===== config.mk =====
export PLATFORM = sky130hd
export DESIGN_NAME = cmos_window_packer
export DESIGN_NICKNAME = d
export VERILOG_FILES = /design/src/rtl/cmos_window_packer.sv
export SDC_FILE = /design/constraint.sdc
export NUM_CORES = 1
export LEC_CHECK = 0
export CORE_MARGIN = 5
export CORE_UTILIZATION = 61
export DETAILED_ROUTE_END_ITERATION = 16
export MAX_ROUTING_LAYER = met4
export PLACE_DENSITY_LB_ADDON = 0.12
export SETUP_SLACK_MARGIN = 0.2
export SLEW_MARGIN = 0
export SYNTH_ARGS = -nofsm -noshare
export SYNTH_HDL_FRONTEND = slang
export SYNTH_SLANG_ARGS = --single-unit

===== constraint.sdc =====
create_clock -name cmos_pclk -period 6.4 [get_ports cmos_pclk]
set_input_delay 1.28 -clock cmos_pclk [delete_from_list [all_inputs] [get_ports cmos_pclk]]
set_output_delay 1.28 -clock cmos_pclk [all_outputs]
set_load 0.01 [all_outputs]

===== src/rtl/cmos_window_packer.sv =====
// cmos_window_packer
//   Takes the synchronised RGB565 stream from the CMOS capture stage and
//   tracks x/y pixel coordinates. It crops a programmable window and packs
//   each pair of window pixels into one 32-bit word. The words are queued in
//   a first-word-fall-through FIFO that the frame-buffer writer reads through
//   a valid/ready port.
//
// Ports
//   cmos_pclk         pixel clock, the only clock
//   sys_rst           synchronous reset, active-high
//   cmos_frame_vsync  frame sync; a falling edge starts a frame
//   cmos_frame_href   line valid; a falling edge ends a line
//   cmos_frame_data   RGB565 pixel {R[4:0],G[5:0],B[4:0]}
//   cmos_frame_clken  pixel strobe; a pixel is taken when clken & href
//   out_valid         FIFO head word is valid
//   out_ready         consumer takes the head word when out_valid & out_ready
//   out_data          {first pixel, second pixel}; 0 when !out_valid
//   out_sof           head word is the first word of a frame window
//   out_eol           head word is the last word of a window line
//   frame_done        one-cycle pulse when the last window word enters the FIFO
//   ovf_flag          sticky; a word was lost because the FIFO was full

module cmos_window_packer #(
   parameter int H_START    = 0,
   parameter int V_START    = 0,
   parameter int WIN_W      = 640,
   parameter int WIN_H      = 480,
   parameter int FIFO_DEPTH = 16
) (
   input  logic        cmos_pclk,
   input  logic        sys_rst,
   input  logic        cmos_frame_vsync,
   input  logic        cmos_frame_href,
   input  logic [15:0] cmos_frame_data,
   input  logic        cmos_frame_clken,
   output logic        out_valid,
   input  logic        out_ready,
   output logic [31:0] out_data,
   output logic        out_sof,
   output logic        out_eol,
   output logic        frame_done,
   output logic        ovf_flag
);

   localparam int AW = $clog2(FIFO_DEPTH);
   localparam logic [11:0] X_LO   = 12'(H_START);
   localparam logic [11:0] X_HI   = 12'(H_START + WIN_W);
   localparam logic [11:0] X_LAST = 12'(H_START + WIN_W - 1);
   localparam logic [11:0] Y_LO   = 12'(V_START);
   localparam logic [11:0] Y_HI   = 12'(V_START + WIN_H);
   localparam logic [11:0] Y_LAST = 12'(V_START + WIN_H - 1);

   typedef enum logic [1:0] {IDLE, ACTIVE, DROP} state_t;

   state_t state, state_next;

   logic        vsync_d, href_d;
   logic        frame_start, line_end;
   logic [11:0] x, y, x_inc, y_inc;
   logic        sof_pending;
   logic [15:0] hold;
   logic        pix_acc, win_hit, odd_col, word_push;

   logic        stg_valid, stg_sof, stg_eol, stg_last;
   logic [31:0] stg_data;

   logic [33:0] mem [FIFO_DEPTH];
   logic [AW:0] wr_ptr, rd_ptr, count;
   logic        full, empty, pop, lost, wr_en;
   logic [33:0] head;

   // Reset the sync copies low so that a low vsync right after reset
   // cannot be mistaken for a frame start.
   always_ff @(posedge cmos_pclk) begin
      if (sys_rst) begin
         vsync_d <= 1'b0;
         href_d  <= 1'b0;
      end else begin
         vsync_d <= cmos_frame_vsync;
         href_d  <= cmos_frame_href;
      end
   end

   assign frame_start = vsync_d & ~cmos_frame_vsync;
   assign line_end    = href_d & ~cmos_frame_href;

   // A frame start takes priority over any pixel on the same cycle.
   assign pix_acc   = (state == ACTIVE) && cmos_frame_clken && cmos_frame_href && !frame_start;
   assign win_hit   = (x >= X_LO) && (x < X_HI) && (y >= Y_LO) && (y < Y_HI);
   assign odd_col   = x[0] ^ X_LO[0];
   assign word_push = pix_acc && win_hit && odd_col;

   assign x_inc = (x == 12'hFFF) ? x : x + 12'd1;
   assign y_inc = (y == 12'hFFF) ? y : y + 12'd1;

   // Column parity comes from x, so clearing x at line end is enough to
   // drop a half-filled word; hold is zeroed only to keep state tidy.
   always_ff @(posedge cmos_pclk) begin
      if (sys_rst) begin
         x           <= '0;
         y           <= '0;
         hold        <= '0;
         sof_pending <= 1'b0;
      end else if (frame_start) begin
         x           <= '0;
         y           <= '0;
         hold        <= '0;
         sof_pending <= 1'b1;
      end else begin
         if (line_end) begin
            x    <= '0;
            y    <= y_inc;
            hold <= '0;
         end else if (pix_acc) begin
            x <= x_inc;
            if (win_hit && !odd_col) hold <= cmos_frame_data;
         end
         if (word_push) sof_pending <= 1'b0;
      end
   end

   // One register stage between packing and the FIFO write.
   always_ff @(posedge cmos_pclk) begin
      if (sys_rst) begin
         stg_valid <= 1'b0;
         stg_sof   <= 1'b0;
         stg_eol   <= 1'b0;
         stg_last  <= 1'b0;
         stg_data  <= '0;
      end else begin
         stg_valid <= word_push;
         if (word_push) begin
            stg_sof  <= sof_pending;
            stg_eol  <= (x == X_LAST);
            stg_last <= (x == X_LAST) && (y == Y_LAST);
            stg_data <= {hold, cmos_frame_data};
         end
      end
   end

   assign count = wr_ptr - rd_ptr;
   assign full  = (count == (AW+1)'(FIFO_DEPTH));
   assign empty = (count == '0);
   assign pop   = out_valid && out_ready;
   // A pop on the same edge frees the slot, so a full FIFO still accepts.
   assign lost  = stg_valid && full && !pop;
   assign wr_en = stg_valid && !lost;

   always_comb begin
      state_next = state;
      if (frame_start) begin
         state_next = ACTIVE;
      end else begin
         case (state)
            ACTIVE: begin
               if (lost)                          state_next = DROP;
               else if (line_end && y_inc == Y_HI) state_next = IDLE;
            end
            default: state_next = state;
         endcase
      end
   end

   always_ff @(posedge cmos_pclk) begin
      if (sys_rst) state <= IDLE;
      else         state <= state_next;
   end

   always_ff @(posedge cmos_pclk) begin
      if (wr_en) mem[wr_ptr[AW-1:0]] <= {stg_sof, stg_eol, stg_data};
   end

   always_ff @(posedge cmos_pclk) begin
      if (sys_rst) begin
         wr_ptr     <= '0;
         rd_ptr     <= '0;
         ovf_flag   <= 1'b0;
         frame_done <= 1'b0;
      end else begin
         if (wr_en) wr_ptr <= wr_ptr + 1'b1;
         if (pop)   rd_ptr <= rd_ptr + 1'b1;
         if (lost)  ovf_flag <= 1'b1;
         frame_done <= wr_en && stg_last;
      end
   end

   assign head      = mem[rd_ptr[AW-1:0]];
   assign out_valid = !empty;
   assign out_data  = out_valid ? head[31:0] : 32'd0;
   assign out_sof   = out_valid && head[33];
   assign out_eol   = out_valid && head[32];

endmodule

# After elaboration in Yosys (flattened, before gate mapping)
# Memories as Yosys holds them, arrays and structs flattened. A register that Yosys moved wholly into a read port is not among the register bits.
# Cells that the tools add are included.
[totals]
memories = 1
wordCells = 85
ff_bits = 93
out_inout_bits = 37
ram_bits = 544
[mem_list]
columns = ["memory", "words", "word_bits", "read_ports", "rd_ports_with_merged_regs", "write_ports", "line", "rtl"]
rows = [
  ["mem", 16, 34, 1, 1, 1, "67", "logic [33:0] mem [FIFO_DEPTH];"],
]
[classes]
reduce_logical = 34
order_cmp = 4
eq_ne = 7
mux = 12
add_sub_neg = 5
bitwise_logic = 5
[op_table]
columns = ["cell", "count"]
rows = [
  ["32-bit 2-to-1 mux", 1],
  ["12-bit by 1-bit adder with 12-bit output, second input constant", 2],
  ["12-bit == test, second input constant", 2],
  ["12-bit by 9-bit == test with 1-bit output, second input constant", 2],
  ["12-bit by 1-bit greater-or-equal comparator with 1-bit output, second input constant", 2],
  ["1-bit logical AND", 18],
  ["12-bit by 10-bit == test with 1-bit output, second input constant", 1],
  ["12-bit by 10-bit < comparator with 1-bit output, second input constant", 1],
  ["12-bit by 9-bit < comparator with 1-bit output, second input constant", 1],
  ["12-bit 2-to-1 mux", 1],
  ["5-bit by 1-bit adder with 5-bit output, second input constant", 2],
  ["4-bit 2-to-1 mux", 2],
  ["2-bit AND reduction", 4],
  ["1-bit 2-to-1 mux", 6],
  ["2-bit nonzero test", 3],
  ["5-bit == test, second input constant", 1],
  ["1-bit zero test", 5],
  ["5-bit zero test", 1],
  ["5-bit subtractor", 1],
  ["2-bit 2-to-1 mux", 2],
  ["1-bit inverter", 3],
  ["3-bit nonzero test", 1],
  ["3-bit OR reduction", 1],
  ["1-bit AND", 2],
  ["other kinds (2)", 2],
]

# Logic depth before layout (Yosys ltp)
# Gate-level depths: netlist of run 1.
[depth]
word_depth = 10
mapped_depth = 10
ltp_nobuf = 8

# Worst setup path before layout of run 1
# No wires, ideal clock.
[synth_path]
path_kind = "input-to-reg"
from = "input out_ready"
to = "memory mem[3][0], enable pin"
setup_slack_ps = 1990
t_arrival_ps = 3942
stages = 3
setup_time_ps = 468
required_ps = 5932
cell_sequence = "a2111o_1 -> o311ai_2 -> nor3_1"
[synth_via]
elab_chain_len = 7
[synth_rtl]
columns = ["item", "line", "rtl"]
rows = [
  ["start: declaration", "37", "input logic out_ready,"],
  ["1-bit logical AND", "144", "assign pop = out_valid && out_ready;"],
  ["1-bit zero test", "146", "assign lost = stg_valid && full && !pop;"],
  ["1-bit logical AND", "146", ""],
  ["1-bit zero test", "147", "assign wr_en = stg_valid && !lost;"],
  ["1-bit logical AND", "147", ""],
  ["1-bit 2-to-1 mux", "170", "if (wr_en) mem[wr_ptr[AW-1:0]] <= {stg_sof, stg_eol, stg_data};"],
  ["1-bit 2-to-1 mux (not written as such)", "170", ""],
  ["end: declaration", "67", ""],
]
# No other way between the ends.

# Worst setup path after layout of run 1
[layout_path]
from = "register wr_ptr[3]"
to = "output out_data[5]"
[layout_via]
elab_chain_len = 3
[layout_rtl]
columns = ["item", "line", "rtl"]
rows = [
  ["start: declaration", "68", "logic [AW:0] wr_ptr, rd_ptr, count;"],
  ["start signal: assignment", "180", "if (wr_en) wr_ptr <= wr_ptr + 1'b1;"],
  ["5-bit subtractor", "141", "assign count = wr_ptr - rd_ptr;"],
  ["5-bit zero test", "143", "assign empty = (count == '0);"],
  ["32-bit 2-to-1 mux", "189", "assign out_data = out_valid ? head[31:0] : 32'd0;"],
  ["end: declaration", "38", "output logic [31:0] out_data,"],
]
# No other way between the ends.

==> results.toml, run 1 <==
[grt]
grt_pass1_vias = 12688
grt_max_degree = 61
grt_use_total = 0.252
grt.overflow.total = 0
grt_antenna_before_repair = 0
grt_pass1_wl_mm = 80.4

[route]
final_antenna_net_count = 0
via_count = 12554
vias_per_cell = 6.38
firstDrtPassIters = 5
wl_mm = 53.3
wl_per_cell_um = 27.1
drc = 0
first_iter_violations = 1232

[worst_setup_path]
rr_worst_depth = 8
slowest_delay_ps = 820
r2r-end = "mem[6][23]$_DFFE_PP_"
reg2reg_from = "wr_ptr[0]$_SDFFE_PP0P_"
crit_fanout = 36
slowest_stage = "o21a_2"
path_cells = "ha_1 > xor2_1 > or4_4 > a21oi_1 > o21a_2 > nor2b_1 > clkdlybuf4s50_1"
crit_required_ps = 5120
rrSetupSlack_ps = 2800
cp-start-kind = "flop"
crit_type = "reg -> out"
arrival_ps = 3640
endpoint = "out_data[5]"
cp_num_buf_inv = 1
cp_top_family = "compound AO/OA/AOI/OAI gates"
worst_setup_path_end_kind = "output pin"
crit_path_start = "wr_ptr[3]$_SDFFE_PP0P_"
cp_num_cells = 7

[cts]
cts_buffer_depth = 3
cts-buffers-inserted = 61
hold_buffers = 0
clkSinkCount = 641
clk_pin_slew_worst_paths_ps = 60
clk_latency_ps = 610
tritoncts = "yes"
cts_resized = 0
post_cts_buffers = 0
clockRootBuffer = "clkbuf_16"
htreeDepth = 2

[yosys]
synth_warnings = 0
yosys.area.top_type_share = 0.659
yosysSeqAreaShare = 0.738
syn_nets = 1345
synth_cells = 1312
ys_ff_latch = 641
synth_ff_type = "edfxtp_1"
synth_xor_xnor_area_share = 0.00813
yosysUniqueCellTypes = 47
syn_area_mm2 = 0.0248
synthMuxAreaShare = 0.158
avgSynthCellArea_um2 = 18.9
yosys-top-cells-area = "edfxtp_1 (66%), mux4_2 (15%), dfxtp_1 (7.8%), nand2_1 (1.8%), a21oi_1 (1.3%)"
yosysTopAreaCell = "edfxtp_1"
synth-edff-count = 544
synth_top_family_by_area = "multiplexers"
synthSimpleGateAreaFrac = 0.0577
synth-compound-area-share = 0.0204
synthAdderAreaFrac = 0.00555
async_flop_share = 0

[timing]
hold_viol = 0
tightest_slew_ps = 1090
finalClockSkew_ps = 14.5
clock.fmax_mhz = 203
finalMaxSlewViolations = 0
worst_slack_ps = 1480
finalCritPeriodShare = 0.769
rsz0062_at_grt = "false"
finalWorstPathRequiredPeriod_ps = 4920
finalSetupViolCount = 0
finalSetupTns_ps = 0
holdWs_ps = 462
max_slew_margin = 0.267

[die]
dieWidth_um = 212
core-area_mm2 = 0.0400
start_util = 0.619
io_pins = 59
rows = 73
die_h_um = 212
die_area_mm2 = 0.0447

[placement]
placement.io_buffers = 58
post-place-ws_ps = 2030
place_congestion = 0.830
dp_hpwl_mm = 28.2

[pwr]
fin_total_pwr_mw = 9.78
seq_power_share = 0.462
p_sw_frac = 0.234
intPower_mw = 7.49
power_density_mw_per_mm2 = 349
peakVddDrop_uv = 296
switching_power_mw = 2.29
p_comb_frac = 0.173
leakagePower_nw = 7.99
clockPowerShare = 0.365

[run]
drv_cap = 0

[final_layout]
synthToLayoutAreaGrowth_pct = 13.1
drive_gt1_frac = 0.225
num-nets-final = 1423
diodes = 0
fillerInstances = 2501

[min_path]
hp-class = "reg -> reg"
hold_start = "hold[4]$_SDFFE_PP0P_"

[status]
outcome = "completed"
## stage by stage
| step | instance area [um^2] | utilization | std cells |
|---|---|---|---|
| finish | 28000 | 0.701 | 1967 |
| global route | 28000 | 0.701 | 1967 |
| CTS | 28000 | 0.701 | 1967 |
| floorplan | 24800 | - | 1312 |
| global placement | 26000 | 0.650 | 1852 |
| detailed placement | 26000 | 0.650 | 1852 |
## kinds of logic (layout without fill, tap and decap cells)
| logic type | Yosys count | in the layout |
|---|---|---|
| AND/OR/NAND/NOR | 292 | 292 |
| buffers and inverters | 80 | 210 |
| adder cells (fa/ha/maj) | 11 | 11 |
| XOR/XNOR | 23 | 23 |
| AO/OA/AOI/OAI | 87 | 87 |
| flip-flops | 641 | 641 |
| multiplexers | 178 | 178 |
## worst min path at each step
stage                                       end  depth (start not counted)  slack, ps
final                      hold[4]$_SDFFE_PP0P_                          2        460
after global routing       hold[8]$_SDFFE_PP0P_                          2        490
after CTS                 hold[15]$_SDFFE_PP0P_                          2        460
after detailed placement  hold[15]$_SDFFE_PP0P_                          2        450
after global placement    hold[15]$_SDFFE_PP0P_                          2        440
after floorplan            hold[0]$_SDFFE_PP0P_                          2        430
## synth_stat cells, types with 2 or more instances
library cell,n
nand4_1,11
and3_1,19
mux2_2,2
xnor2_1,8
mux2i_1,5
clkbuf_1,54
edfxtp_1,544
inv_1,11
nor2b_1,46
nand2b_1,7
a211oi_1,5
nand2_1,117
o21ai_0,4
or4_1,2
nor3_1,11
and2_1,3
mux4_2,170
a21oi_1,64
nand3_1,15
o31ai_1,2
or3_1,7
nor4b_1,2
nor2_1,42
nor4_1,3
ha_1,11
buf_1,6
a311oi_1,3
xor2_1,15
buf_2,9
dfxtp_1,97
## cell usage in the layout (no fill, tap or decap), drive strengths merged, types with 2 or more instances in the layout
cell	synthesis	layout
a211oi	5	5
a21oi	64	64
a311oi	3	3
and2	3	3
and3	20	20
buf	15	27
bufinv	0	6
clkbuf	54	74
clkdlybuf4s50	0	57
clkinv	0	30
clkinvlp	0	5
dfxtp	97	97
edfxtp	544	544
ha	11	11
inv	11	11
mux2	3	3
mux2i	5	5
mux4	170	170
nand2	117	117
nand2b	7	7
nand3	15	15
nand4	11	11
nor2	42	42
nor2b	47	47
nor3	11	11
nor4	3	3
nor4b	2	2
o21ai	5	5
o31ai	2	2
or2	2	2
or3	7	7
or4	3	3
xnor2	8	8
xor2	15	15
## per-layer routing
| layer | GRT usage | up-vias | part of all wire | wire length [um] |
|---|---|---|---|---|
| li1 | - | 5379 | - | - |
| met1 | 0.362 | 6533 | 0.40 | 21500 |
| met2 | 0.391 | 550 | 0.50 | 26600 |
| met3 | 0.0387 | 92 | 0.076 | 4030 |
| met4 | 0.0622 | 0 | 0.022 | 1200 |
| met5 | - | - | 0 | 0 |
## final cells by class
class | count | area [um^2] | area share
multi-input combinational | 591 | 6230 | 0.222
inverter | 11 | 41.3 | 0.00147
timing repair buffer | 84 | 808 | 0.0288
clock inverter | 41 | 372 | 0.0133
clock buffer | 74 | 1640 | 0.0584
sequential | 641 | 18300 | 0.652
tap | 525 | 657 | 0.0234
## sequential cells by signal (all words and copies together), names as in the netlist, 2 cells and up, named ones only
| register | count |
|---|---|
| wr_ptr | 5 |
| y | 12 |
| rd_ptr | 5 |
| x | 12 |
| stg_data | 32 |
| state | 2 |
| mem | 544 |
| hold | 16 |
## power groups by stage
stage	Clock [mW]	Combinational, mW	Sequential [mW]
4_1_cts	3.61	1.74	4.52
3_3_place_gp	0	1.71	4.61
6_report	3.57	1.69	4.52
2_1_floorplan	0	1.01	4.57
3_5_place_dp	0	1.73	4.61
5_1_grt	3.80	1.82	4.52
## worst min-delay path: stages, from the launching register on
cell	delay, ps
dfxtp_1	310
nand2_1	50
a21oi_1	50
Note: power is estimated with default switching activity, not from simulation.
==> run 2, diff against run 1 <==
Clock period 6.4 ns to 5.1 ns, I/O delays scaled along.
==> results.toml, run 2 (synthesis results as in run 1) <==
[cts]
clk_latency_ps = 580
hold_buffers = 0
clockRootBuffer = "clkbuf_16"
cts_resized = 0
cts-buffers-inserted = 66
clkSinkCount = 641
post_cts_buffers = 0
htreeDepth = 3
tritoncts = "yes"
cts_buffer_depth = 3
clk_pin_slew_worst_paths_ps = 60

[pwr]
seq_power_share = 0.453
switching_power_mw = 2.97
leakagePower_nw = 7.90
p_sw_frac = 0.238
power_density_mw_per_mm2 = 443
peakVddDrop_uv = 331
intPower_mw = 9.52
clockPowerShare = 0.371
p_comb_frac = 0.176
fin_total_pwr_mw = 12.5

[final_layout]
drive_gt1_frac = 0.228
num-nets-final = 1439
fillerInstances = 2420
layout_common_cells = "edfxtp_1 (544), mux4_2 (170), nand2_1 (117)"
largest_reg_flops = 544
synthToLayoutAreaGrowth_pct = 14.0
final_common_cell = "edfxtp_1"
seq_area_mm2 = 0.0183
multiInputGateArea_mm2 = 0.00623
diodes = 0

[timing]
hold_viol = 0
max_slew_margin = 0.299
clock.fmax_mhz = 212
finalCritPeriodShare = 0.924
finalMaxSlewViolations = 0
finalWorstPathRequiredPeriod_ps = 4710
finalSetupTns_ps = 0
finalClockSkew_ps = 15.7
tightest_slew_ps = 1050
finalSetupViolCount = 0
rsz0062_at_grt = "false"

[worst_setup_path]
crit_fanout = 24
path_cells = "ha_1 > nor2b_4 > or4_4 > a21oi_1 > o21a_2 > buf_4 > nor2b_1 > clkdlybuf4s50_1"
cp-start-kind = "flop"
cp_top_family = "buffers and inverters"
worst_setup_path_end_kind = "output pin"
rr_worst_depth = 7
arrival_ps = 3690
crit_type = "reg -> out"
slowest_stage = "o21a_2"
r2r-end = "mem[13][4]$_DFFE_PP_"
reg2reg_from = "wr_ptr[1]$_SDFFE_PP0P_"
crit_required_ps = 4080
cp_num_buf_inv = 2
rrSetupSlack_ps = 1570
slowest_delay_ps = 640

[min_path]
hp-class = "reg -> reg"
hold_depth = 2
hold_start = "hold[5]$_SDFFE_PP0P_"
hold_path_end = "hold[5]$_SDFFE_PP0P_"

[route]
firstDrtPassIters = 6
final_antenna_net_count = 0
wl_per_cell_um = 27.8
via_count = 12690
wl_mm = 55.2
first_iter_violations = 1436
drc = 0
vias_per_cell = 6.39

[die]
rows = 73
die_area_mm2 = 0.0447
dieWidth_um = 212
start_util = 0.619
die_h_um = 212
core-area_mm2 = 0.0400
io_pins = 59

[placement]
placement.io_buffers = 58
dp_hpwl_mm = 29.7
place_congestion = 0.803

[grt]
grt_use_total = 0.261
grt_pass1_wl_mm = 82.9
grt_antenna_before_repair = 0
grt.overflow.total = 0
grt_pass1_vias = 13017
grt_max_degree = 57

[run]
drv_cap = 0

[status]
outcome = "completed"
-- run 2: cell count changes in the layout (fill, tap and decap cells not counted), sizes merged --
| cell | delta |
|---|---|
| inv | +6 |
| clkinvlp | -2 |
| bufinv | -2 |
| clkbuf | +12 |
| clkinv | -7 |
| buf | +11 |
-- run 2: layer usage --
| layer | GRT usage | up-vias | share of wire |
|---|---|---|---|
| met5 | - | - | 0 |
| met4 | 0.0642 | 0 | 0.019 |
| met3 | 0.0394 | 83 | 0.084 |
| met2 | 0.416 | 593 | 0.51 |
| met1 | 0.364 | 6596 | 0.39 |
| li1 | - | 5418 | - |
-- run 2: tightest hold or removal path, stage by stage, from the launching register on --
cell     delay (ps)
dfxtp_1         310
nand2_1          50
a21oi_1          50
-- run 2: per-stage QoR --
step	utilization	std cells	hold slack [ps]	setup slack [ps]	instance area, um^2
floorplan	-	1312	432	691	24800
global placement	0.653	1863	442	1080	26100
detailed placement	0.653	1863	446	1020	26100
CTS	0.706	1985	455	393	28200
global route	0.706	1985	475	244	28200
finish	0.706	1985	454	386	28200
-- run 2: worst max path at each step --
stage	startpoint	endpoint	slack [ps]	cells after the start
after CTS	wr_ptr[1]$_SDFFE_PP0P_	out_data[23]	390	8
after floorplan	rd_ptr[1]$_SDFFE_PP0P_	mem[3][0]$_DFFE_PP_	690	8
after global routing	rd_ptr[1]$_SDFFE_PP0P_	out_data[23]	240	9
final	wr_ptr[1]$_SDFFE_PP0P_	out_data[23]	390	8
after detailed placement	wr_ptr[3]$_SDFFE_PP0P_	out_data[23]	1020	8
after global placement	wr_ptr[3]$_SDFFE_PP0P_	out_data[19]	1080	8
-- run 2: area by class of cell --
cell class,count,area share
repair buffers,95,0.0329
clock inverters,36,0.0109
clock buffers,86,0.0633
well taps,525,0.0233
flip-flops and latches,641,0.648
multi-input cells,591,0.221
inverters,11,0.00146
-- run 2: power by group through the flow --
stage | Clock (mW) | Combinational (mW) | Sequential [mW]
finish | 4.63 | 2.21 | 5.66
global route | 4.93 | 2.36 | 5.66
CTS | 4.70 | 2.25 | 5.66
detailed placement | 0 | 2.24 | 5.77
global placement | 0 | 2.23 | 5.77
floorplan | 0 | 1.26 | 5.73
==> run 3, diff against run 2 <==
Settings changed: CAP_MARGIN from default to 20, CORE_MARGIN 5 to 1.5.
==> results.toml, run 3 (synthesis results as in run 1) <==
[route]
wl_mm = 53.0
top_layer = "met4"
firstDrtPassIters = 6
wl_per_cell_um = 26.8
vias_per_cell = 6.33
drc = 0
met3_length_mm = 3.80
met2WireLength_mm = 26.2
final_antenna_net_count = 0
via_count = 12517
first_iter_violations = 1329
met1Wirelength_mm = 22.0

[cts]
clockRootBuffer = "clkbuf_16"
cts_buffer_depth = 3
cts-buffers-inserted = 61
htreeDepth = 2
hold_buffers = 0
clkSinkCount = 641
clk_pin_slew_worst_paths_ps = 70
clk_latency_ps = 620
tritoncts = "yes"

[min_path]
hold_start = "hold[13]$_SDFFE_PP0P_"
hold_path_end = "hold[13]$_SDFFE_PP0P_"
hold_depth = 2
hp-class = "reg -> reg"

[timing]
finalCritPeriodShare = 0.899
tightest_slew_ps = 1100
finalWorstPathRequiredPeriod_ps = 4590
hold_viol = 0
finalMaxSlewViolations = 0
finalSetupTns_ps = 0
worst_slack_ps = 514
rsz0062_at_grt = "false"
finalSetupViolCount = 0
holdWs_ps = 461
clock.fmax_mhz = 218
finalClockSkew_ps = 17.4
max_slew_margin = 0.264

[worst_setup_path]
rrSetupSlack_ps = 1630
path_cells = "ha_1 > xor2_1 > or4_4 > a21oi_1 > o21a_4 > buf_4 > nor2b_1 > clkdlybuf4s50_1"
slowest_delay_ps = 490
cp-start-kind = "flop"
worst_setup_path_end_kind = "output pin"
cp_num_buf_inv = 2
crit_required_ps = 4080
rr_worst_depth = 8
crit_fanout = 27
arrival_ps = 3570
reg2reg_from = "wr_ptr[0]$_SDFFE_PP0P_"
slowest_stage = "o21a_4"
cp_top_family = "buffers and inverters"
r2r-end = "mem[13][18]$_DFFE_PP_"
crit_type = "reg -> out"

[die]
io_pins = 59
die_area_mm2 = 0.0418
rows = 73
core-area_mm2 = 0.0399
die_h_um = 205
dieWidth_um = 205
start_util = 0.621

[grt]
grt_pass1_vias = 12820
grt.overflow.total = 0
grt_use_total = 0.275
grt_antenna_before_repair = 0
grt_pass1_wl_mm = 80.0
grt_max_degree = 58

[final_layout]
final_cell_area_mm2 = 0.0282
synthToLayoutAreaGrowth_pct = 13.9
num-nets-final = 1432
layout_common_cells = "edfxtp_1 (544), mux4_2 (170), nand2_1 (117)"
drive_gt1_frac = 0.229
fin_cells = 1977
final_common_cell = "edfxtp_1"
largest_reg_flops = 544
utilization = 0.707

[run]
drv_cap = 0

[pwr]
p_comb_frac = 0.173
clockPowerShare = 0.368
intPower_mw = 9.50
fin_total_pwr_mw = 12.4
seq_power_share = 0.459
leakagePower_nw = 7.89
power_density_mw_per_mm2 = 439
peakVddDrop_uv = 328
p_sw_frac = 0.233
switching_power_mw = 2.89

[placement]
placement.io_buffers = 58
place_congestion = 0.770
dp_hpwl_mm = 29.5
post-place-ws_ps = 937
placed_cells = 1861
placed_cell_area_mm2 = 0.0262

[status]
outcome = "completed"
run 3: changes by cell type in the layout (fill, tap and decap cells not counted), sizes merged:
cell	before	now
diode	0	1
clkinv	23	21
bufinv	4	5
buf	38	36
inv	17	11
run 3: cell type report:
class	instances	area, um^2
antenna	1	2.50
clock buffer	86	1770
clock inverter	29	285
fill	2441	11700
inverter	11	41.3
multi-input combinational	591	6240
sequential	641	18300
tap	525	657
timing repair buffer	93	938
run 3: per-layer routing:
layer,up-vias,global-route usage
met5,-,-
met2,539,0.427
met3,74,0.0417
li1,5414,-
met4,0,0.0748
met1,6490,0.388
run 3: tightest hold or removal path, stage by stage, from the launching register on:
cell and delay [ps]:
dfxtp_1 310, nand2_1 50, a21oi_1 50
run 3: worst max path at each step:
stage,start,end,slack (ps),cells past startpoint
final,wr_ptr[3]$_SDFFE_PP0P_,out_data[0],510,8
after global routing,wr_ptr[0]$_SDFFE_PP0P_,out_data[0],370,9
after CTS,wr_ptr[3]$_SDFFE_PP0P_,out_data[0],270,8
after detailed placement,wr_ptr[0]$_SDFFE_PP0P_,out_data[0],940,9
after global placement,wr_ptr[3]$_SDFFE_PP0P_,out_data[31],1020,8
after floorplan,rd_ptr[1]$_SDFFE_PP0P_,mem[3][0]$_DFFE_PP_,690,8
run 3: power groups by stage:
stage	registers (mW)	clock network, mW	logic, mW
floorplan	5.73	0	1.26
global placement	5.81	0	2.15
detailed placement	5.81	0	2.16
CTS	5.69	4.61	2.18
global route	5.70	4.80	2.30
finish	5.69	4.55	2.14
run 3: repair_timing:
action	4_1_cts	5_1_grt
buffers inserted	0	0
endpoints found under the setup margin	0	19
gates resized for setup	0	1
